File: src/rtl/mpu_pkg.sv
// Shared MPU definitions: ALU op and size codes, check-descriptor layout, sequencer FSM encoding.
// Pure declarations; no logic, no latency, no flow control.
package mpu_pkg;

  typedef enum logic [3:0] {
    OP_NONE = 4'd0,
    OP_MASK = 4'd1,
    OP_CMP  = 4'd2,
    OP_LT   = 4'd3
  } alu_op_e;

  typedef enum logic [1:0] {
    SZ_B  = 2'd0,
    SZ_W  = 2'd1,
    SZ_DW = 2'd2,
    SZ_QW = 2'd3
  } alu_size_e;

  localparam int DF_OP_LSB   = 0;
  localparam int DF_OP_MSB   = 3;
  localparam int DF_SIZE_LSB = 4;
  localparam int DF_S0_LSB   = 6;
  localparam int DF_S1_LSB   = 9;
  localparam int DF_S2_LSB   = 12;
  localparam int DF_SRES_LSB = 15;
  localparam int DF_R0_LSB   = 18;
  localparam int DF_R1_LSB   = 21;
  localparam int DF_R2_LSB   = 24;
  localparam int DF_LAST     = 27;
  localparam int DF_STOP     = 28;
  localparam int DESC_W      = 29;

  // Bits [31:29] of the descriptor word are reserved and never stored.
  typedef struct packed {
    logic       stop_on_fail;
    logic       last;
    logic [2:0] r2;
    logic [2:0] r1;
    logic [2:0] r0;
    logic [2:0] sres;
    logic [2:0] s2;
    logic [2:0] s1;
    logic [2:0] s0;
    logic [1:0] size;
    logic [3:0] op;
  } desc_t;

  localparam logic [2:0] ST_IDLE  = 3'd0;
  localparam logic [2:0] ST_FETCH = 3'd1;
  localparam logic [2:0] ST_WAIT  = 3'd2;
  localparam logic [2:0] ST_EXEC  = 3'd3;
  localparam logic [2:0] ST_FIN   = 3'd4;

endpackage

File: src/rtl/mpu_alu_seq.sv
// Runs a descriptor program through the parent's shared ALU; 3 cycles per descriptor, done at N*3+1 after start.
// No backpressure: start is dropped while busy, descriptor memory must answer one cycle after dm_rd.
module mpu_alu_seq
  import mpu_pkg::*;
#(
  parameter int AW     = 8,
  parameter int MAXLEN = 64
) (
  input  logic          sys_clk,
  input  logic          sys_rst_n,
  input  logic          start,
  input  logic [AW-1:0] base,
  output logic          busy,
  output logic          done,
  output logic          pass,
  output logic          err,
  output logic [63:0]   acc,
  output logic          dm_rd,
  output logic [AW-1:0] dm_addr,
  input  logic [31:0]   dm_data,
  output logic [2:0]    rf_a0,
  output logic [2:0]    rf_a1,
  output logic [2:0]    rf_a2,
  input  logic [63:0]   rf_d0,
  input  logic [63:0]   rf_d1,
  input  logic [63:0]   rf_d2,
  output logic [1:0]    alu_size,
  output logic [3:0]    alu_op,
  output logic [63:0]   alu_o0,
  output logic [63:0]   alu_o1,
  output logic [63:0]   alu_o2,
  output logic [2:0]    alu_s0,
  output logic [2:0]    alu_s1,
  output logic [2:0]    alu_s2,
  output logic [2:0]    alu_sres,
  input  logic [63:0]   alu_res
);

  localparam int CW = $clog2(MAXLEN + 1);

  logic [2:0]    r_state;
  logic [AW-1:0] r_pc;
  logic [CW-1:0] r_cnt;
  desc_t         r_d;
  logic          r_busy;
  logic          r_pass;
  logic          r_err;
  logic [63:0]   r_acc;

  logic          w_exec;
  logic          w_ok;
  logic [CW-1:0] w_cnt_nxt;
  logic          w_overrun;
  logic          w_bad_op;
  logic          w_unused_rsvd;

  assign w_exec        = (r_state == ST_EXEC);
  assign w_ok          = |alu_res;
  assign w_cnt_nxt     = r_cnt + CW'(1);
  assign w_overrun     = (w_cnt_nxt == CW'(MAXLEN));
  assign w_bad_op      = (dm_data[DF_OP_MSB:DF_OP_LSB] > OP_LT);
  assign w_unused_rsvd = ^dm_data[31:DESC_W];

  always_ff @(posedge sys_clk or negedge sys_rst_n) begin
    if (!sys_rst_n) begin
      r_state <= ST_IDLE;
      r_pc    <= '0;
      r_cnt   <= '0;
      r_d     <= '0;
      r_busy  <= 1'b0;
      r_pass  <= 1'b0;
      r_err   <= 1'b0;
      r_acc   <= '0;
    end else begin
      case (r_state)
        ST_IDLE: begin
          if (start) begin
            r_pc    <= base;
            r_cnt   <= '0;
            r_acc   <= '0;
            r_pass  <= 1'b1;
            r_err   <= 1'b0;
            r_busy  <= 1'b1;
            r_state <= ST_FETCH;
          end
        end
        ST_FETCH: r_state <= ST_WAIT;
        ST_WAIT: begin
          r_d <= desc_t'(dm_data[DESC_W-1:0]);
          // An illegal op ends the run before EXEC, even if its last bit is set.
          if (w_bad_op) begin
            r_err   <= 1'b1;
            r_pass  <= 1'b0;
            r_state <= ST_FIN;
          end else begin
            r_state <= ST_EXEC;
          end
        end
        ST_EXEC: begin
          r_acc  <= r_acc | alu_res;
          r_pass <= r_pass & w_ok;
          r_cnt  <= w_cnt_nxt;
          r_pc   <= r_pc + AW'(1);
          if (r_d.last || (r_d.stop_on_fail && !w_ok)) begin
            r_state <= ST_FIN;
          end else if (w_overrun) begin
            r_err   <= 1'b1;
            r_pass  <= 1'b0;
            r_state <= ST_FIN;
          end else begin
            r_state <= ST_FETCH;
          end
        end
        ST_FIN: begin
          r_busy  <= 1'b0;
          r_state <= ST_IDLE;
        end
        default: r_state <= ST_IDLE;
      endcase
    end
  end

  assign busy    = r_busy;
  assign done    = (r_state == ST_FIN);
  assign pass    = r_pass;
  assign err     = r_err;
  assign acc     = r_acc;
  assign dm_rd   = (r_state == ST_FETCH);
  assign dm_addr = r_pc;

  assign rf_a0    = r_d.r0;
  assign rf_a1    = r_d.r1;
  assign rf_a2    = r_d.r2;
  assign alu_size = r_d.size;
  assign alu_s0   = r_d.s0;
  assign alu_s1   = r_d.s1;
  assign alu_s2   = r_d.s2;
  assign alu_sres = r_d.sres;

  // The ALU is shared, so it only sees a real op and operands while this block owns it.
  assign alu_op = w_exec ? r_d.op : OP_NONE;
  assign alu_o0 = w_exec ? rf_d0 : 64'd0;
  assign alu_o1 = w_exec ? rf_d1 : 64'd0;
  assign alu_o2 = w_exec ? rf_d2 : 64'd0;

endmodule

File: config.mk
export PLATFORM = sky130hd
export DESIGN_NAME = mpu_alu_seq
export DESIGN_NICKNAME = d
export VERILOG_FILES = /design/src/rtl/mpu_pkg.sv /design/src/rtl/mpu_alu_seq.sv
export SDC_FILE = /design/constraint.sdc
export NUM_CORES = 1
export LEC_CHECK = 0
export BUFFER_PORTS_ARGS = -buffer_cell sky130_fd_sc_hd__buf_2
export CORE_AREA = 2 2 232 234
export CTS_CLUSTER_SIZE = 14
export DETAILED_ROUTE_END_ITERATION = 16
export DIE_AREA = 0 0 234 236
export SYNTH_ARGS = -nofsm -noshare
export SYNTH_HDL_FRONTEND = slang
export SYNTH_SLANG_ARGS = --single-unit
File: constraint.sdc
create_clock -name sys_clk -period 2.1 [get_ports sys_clk]
set_clock_uncertainty 0.2 [all_clocks]
set_input_delay 0.105 -clock sys_clk [delete_from_list [all_inputs] [get_ports sys_clk]]
set_output_delay 0.105 -clock sys_clk [all_outputs]
set_load 0.01 [all_outputs]
==> run_results.csv <==
group,metric,value,unit
status,status,"finished, final reports clean",
worst_setup_path,criticalPathCategory,"flip-flop to primary output",
final_layout,nets,1663,
floorplan,die_y,236,um
run,maxCapViolations,0,
worst_setup_path,cp_common_cell,"clkbuf_16",
global_route,grt_max_degree,54,
yosys,syn_avg_cell_area,9.23,um^2
yosys,synthCells,659,
yosys,synthTopCellsByArea,"dfrtp_1, and2_1, a21oi_1, mux2_2, nor2_1",
yosys,synthFlopType,"dfrtp_1",
worst_setup_path,crit_path_start_kind,"flip-flop",
timing,tns,0,ns
timing,rsz0062_at_grt,"true",
floorplan,io-pin-count,595,
global_route,overflow,0,
cts,clk_latency,0.46,ns
global_route,grt_use_total,15.7,%
final_layout,area_growth_syn_to_layout,112,%
global_route,grt_pass1_wl,58300,um
global_route,grt_pass1_vias,7588,
yosys,synth_area,0.00609,mm^2
worst_setup_path,path_cells,"nand2_4, nor2_4, buf_12, clkbuf_16, clkbuf_16, and2_1, buf_2",
timing,holdWs,0.205,ns
worst_setup_path,crit_arrival,1.78,ns
yosys,synth_seq_cells,114,
yosys,yosys_warnings,0,
route,viasPerCell,3.79,
worst_setup_path,crit_slowest_cell,"dfrtp_2",
cts,cts-buffers-inserted,17,
pwr,power.density,1020,mW/mm^2
pwr,leakagePower,0.00671,uW
route,drt-pass1-iter-count,5,
timing,hold_violations,0,
pwr,total_power,13100,uW
yosys,syn_nets,960,
route,ant_nets,0,
timing,maxSlewViolCount,0,
route,routedWlPerCell,21.7,um
yosys,synth_cell_types,40,
yosys,synth-edff-count,0,
global_route,antenna_found_initial,68,
final_layout,ff_latch_area,0.00286,mm^2
yosys,ys_seq_area_share,46.9,%
cts,cts_tree,"built",
timing,period_share,99.3,%
cts,ctsHtreeMaxLevel,4,
yosys,post-synth-top-area-cell,"dfrtp_1",
yosys,synth_top_area_share,46.9,%
route,drt_iter0_drc,440,
cts,clkTransAtPathRegs,0.06,ns
timing,setup_slack,0.0137,ns
floorplan,coreArea,0.0531,mm^2
final_layout,nFillCells,5728,
timing,period_needed,2.09,ns
route,drc,0,
worst_setup_path,worstPathMaxFanout,13,
final_layout,mostFrequentLayoutCells,"buf_2, dfrtp_1, and2_1",
floorplan,dieArea,0.0552,mm^2
route,routed_wirelength,45700,um
place,dp_hpwl,36200,um
cts,root_buffer,"clkbuf_16",
timing,max_freq,479,MHz
floorplan,placementRows,85,
timing,setup_viol,0,
final_layout,multiInputGateArea,0.00310,mm^2
floorplan,fp.dieW,234,um
hold_path,hold_path_class,"input port to flip-flop",
cts,clk_path_buf_depth,2,
worst_setup_path,cp-end-kind,"primary output",
final_layout,final_common_cell,"buf_2",
pwr,ir_drop,0.000682,V
place,place_ws,-0.150,ns
route,vias,7955,
worst_setup_path,cp.required,1.79,ns
timing,relSlewSlack,62.7,%
place,gp_congestion,0.893,
timing,tightestPinTransition,0.555,ns
final_layout,layout-drive-gt1-share,58.8,%
cts,clock_sinks,114,
floorplan,initial_core_util,11.5,%
yosys,synth-async-reset-ratio,100,%
place,portBuffers,591,
worst_setup_path,max_stage_delay,0.42,ns
-- Yosys cell counts, types with 4 or more instances --
cell type and instances:
a21oi_1 69, a31oi_1 4, and2_1 197, and3_1 5, buf_2 15, buf_4 26
clkbuf_1 22, dfrtp_1 114, mux2_2 29, nand2_1 15, nand3_1 6, nand4_1 5
nor2_1 80, nor4_1 17, o21ai_0 18
-- worst max-delay path, delay by kind of cell (launching register included) --
family        cells  cell delay (ns)
buf+inv           4             0.61
flops             1             0.42
simple gates      3             0.27
-- final timing paths --
path | startpoint | to | slack [ns] | depth (start not counted)
min reg2reg | acc[14]$_DFFE_PN0P_ | acc[14]$_DFFE_PN0P_ | 0.29 | 2
max reg2reg | r_state[2]$_DFFE_PN0P_ | acc[2]$_DFFE_PN0P_ | 0.14 | 8
min | alu_res[19] | r_state[0]$_DFFE_PN0P_ | 0.20 | 8
max in group asynchronous | sys_rst_n | dm_addr[5]$_DFFE_PN0P_ | 0.88 | 4
min in group asynchronous | sys_rst_n | acc[50]$_DFFE_PN0P_ | 0.53 | 4
max | r_state[0]$_DFFE_PN0P_ | alu_o0[36] | 0.01 | 7
-- stage by stage --
stage | area, um^2 | instances | utilization (%)
2_1_floorplan | 6090 | 659 | -
3_5_place_dp | 9860 | 1907 | 18.6
5_1_grt | 12900 | 2089 | 24.3
4_1_cts | 12000 | 2058 | 22.7
3_3_place_gp | 9860 | 1907 | 18.6
6_report | 12900 | 2101 | 24.3
-- flip-flops by register name (all words and copies together) (netlist names) --
name,cells
alu_s1,3
err,1
pass,1
rf_a2,3
r_state,3
r_cnt,7
dm_addr,8
r_d,6
rf_a1,3
acc,64
alu_s0,3
alu_sres,3
rf_a0,3
alu_s2,3
alu_size,2
busy,1
-- routing by layer --
metal	GRT usage, %	wire, um	share of wire, %	vias up
li1	-	-	-	3614
met1	13.6	13800	30	3729
met2	30.6	25600	56	479
met3	5.09	3620	7.9	129
met4	9.30	2610	5.7	4
met5	0	21	0.046	-
-- power breakdown --
part,total [uW],switching [uW],internal [uW]
Clock,2910,1220,1690
Combinational,6370,3230,3140
Sequential,3830,651,3180
-- kinds of logic after synthesis --
logic type	after synthesis	synth area share, %
flops	114	46.9
simple gates	342	31.5
compound gates	103	9.35
mux	30	5.53
fa+ha+maj	2	0.411
buf+inv	68	6.35
-- final cells by class --
class                           instances  share of cell area (%)
Sequential cell                       114                    22.1
Antenna cell                           30                   0.582
Clock buffer                           18                    3.40
Timing Repair Buffer                  749                    41.9
Clock inverter                         14                    1.12
Inverter                                3                  0.0873
Tap cell                              696                    6.75
Multi-Input combinational cell        477                    24.0
-- timing repair --
action,in CTS,in global routing
buffers inserted,8,5
cloned,6,8
pin swaps,18,28
endpoints found under the setup margin,195,172
hold endpoints to repair,223,0
hold buffers,105,0
gates resized for setup,84,150
(Power assumes the default switching activity.)
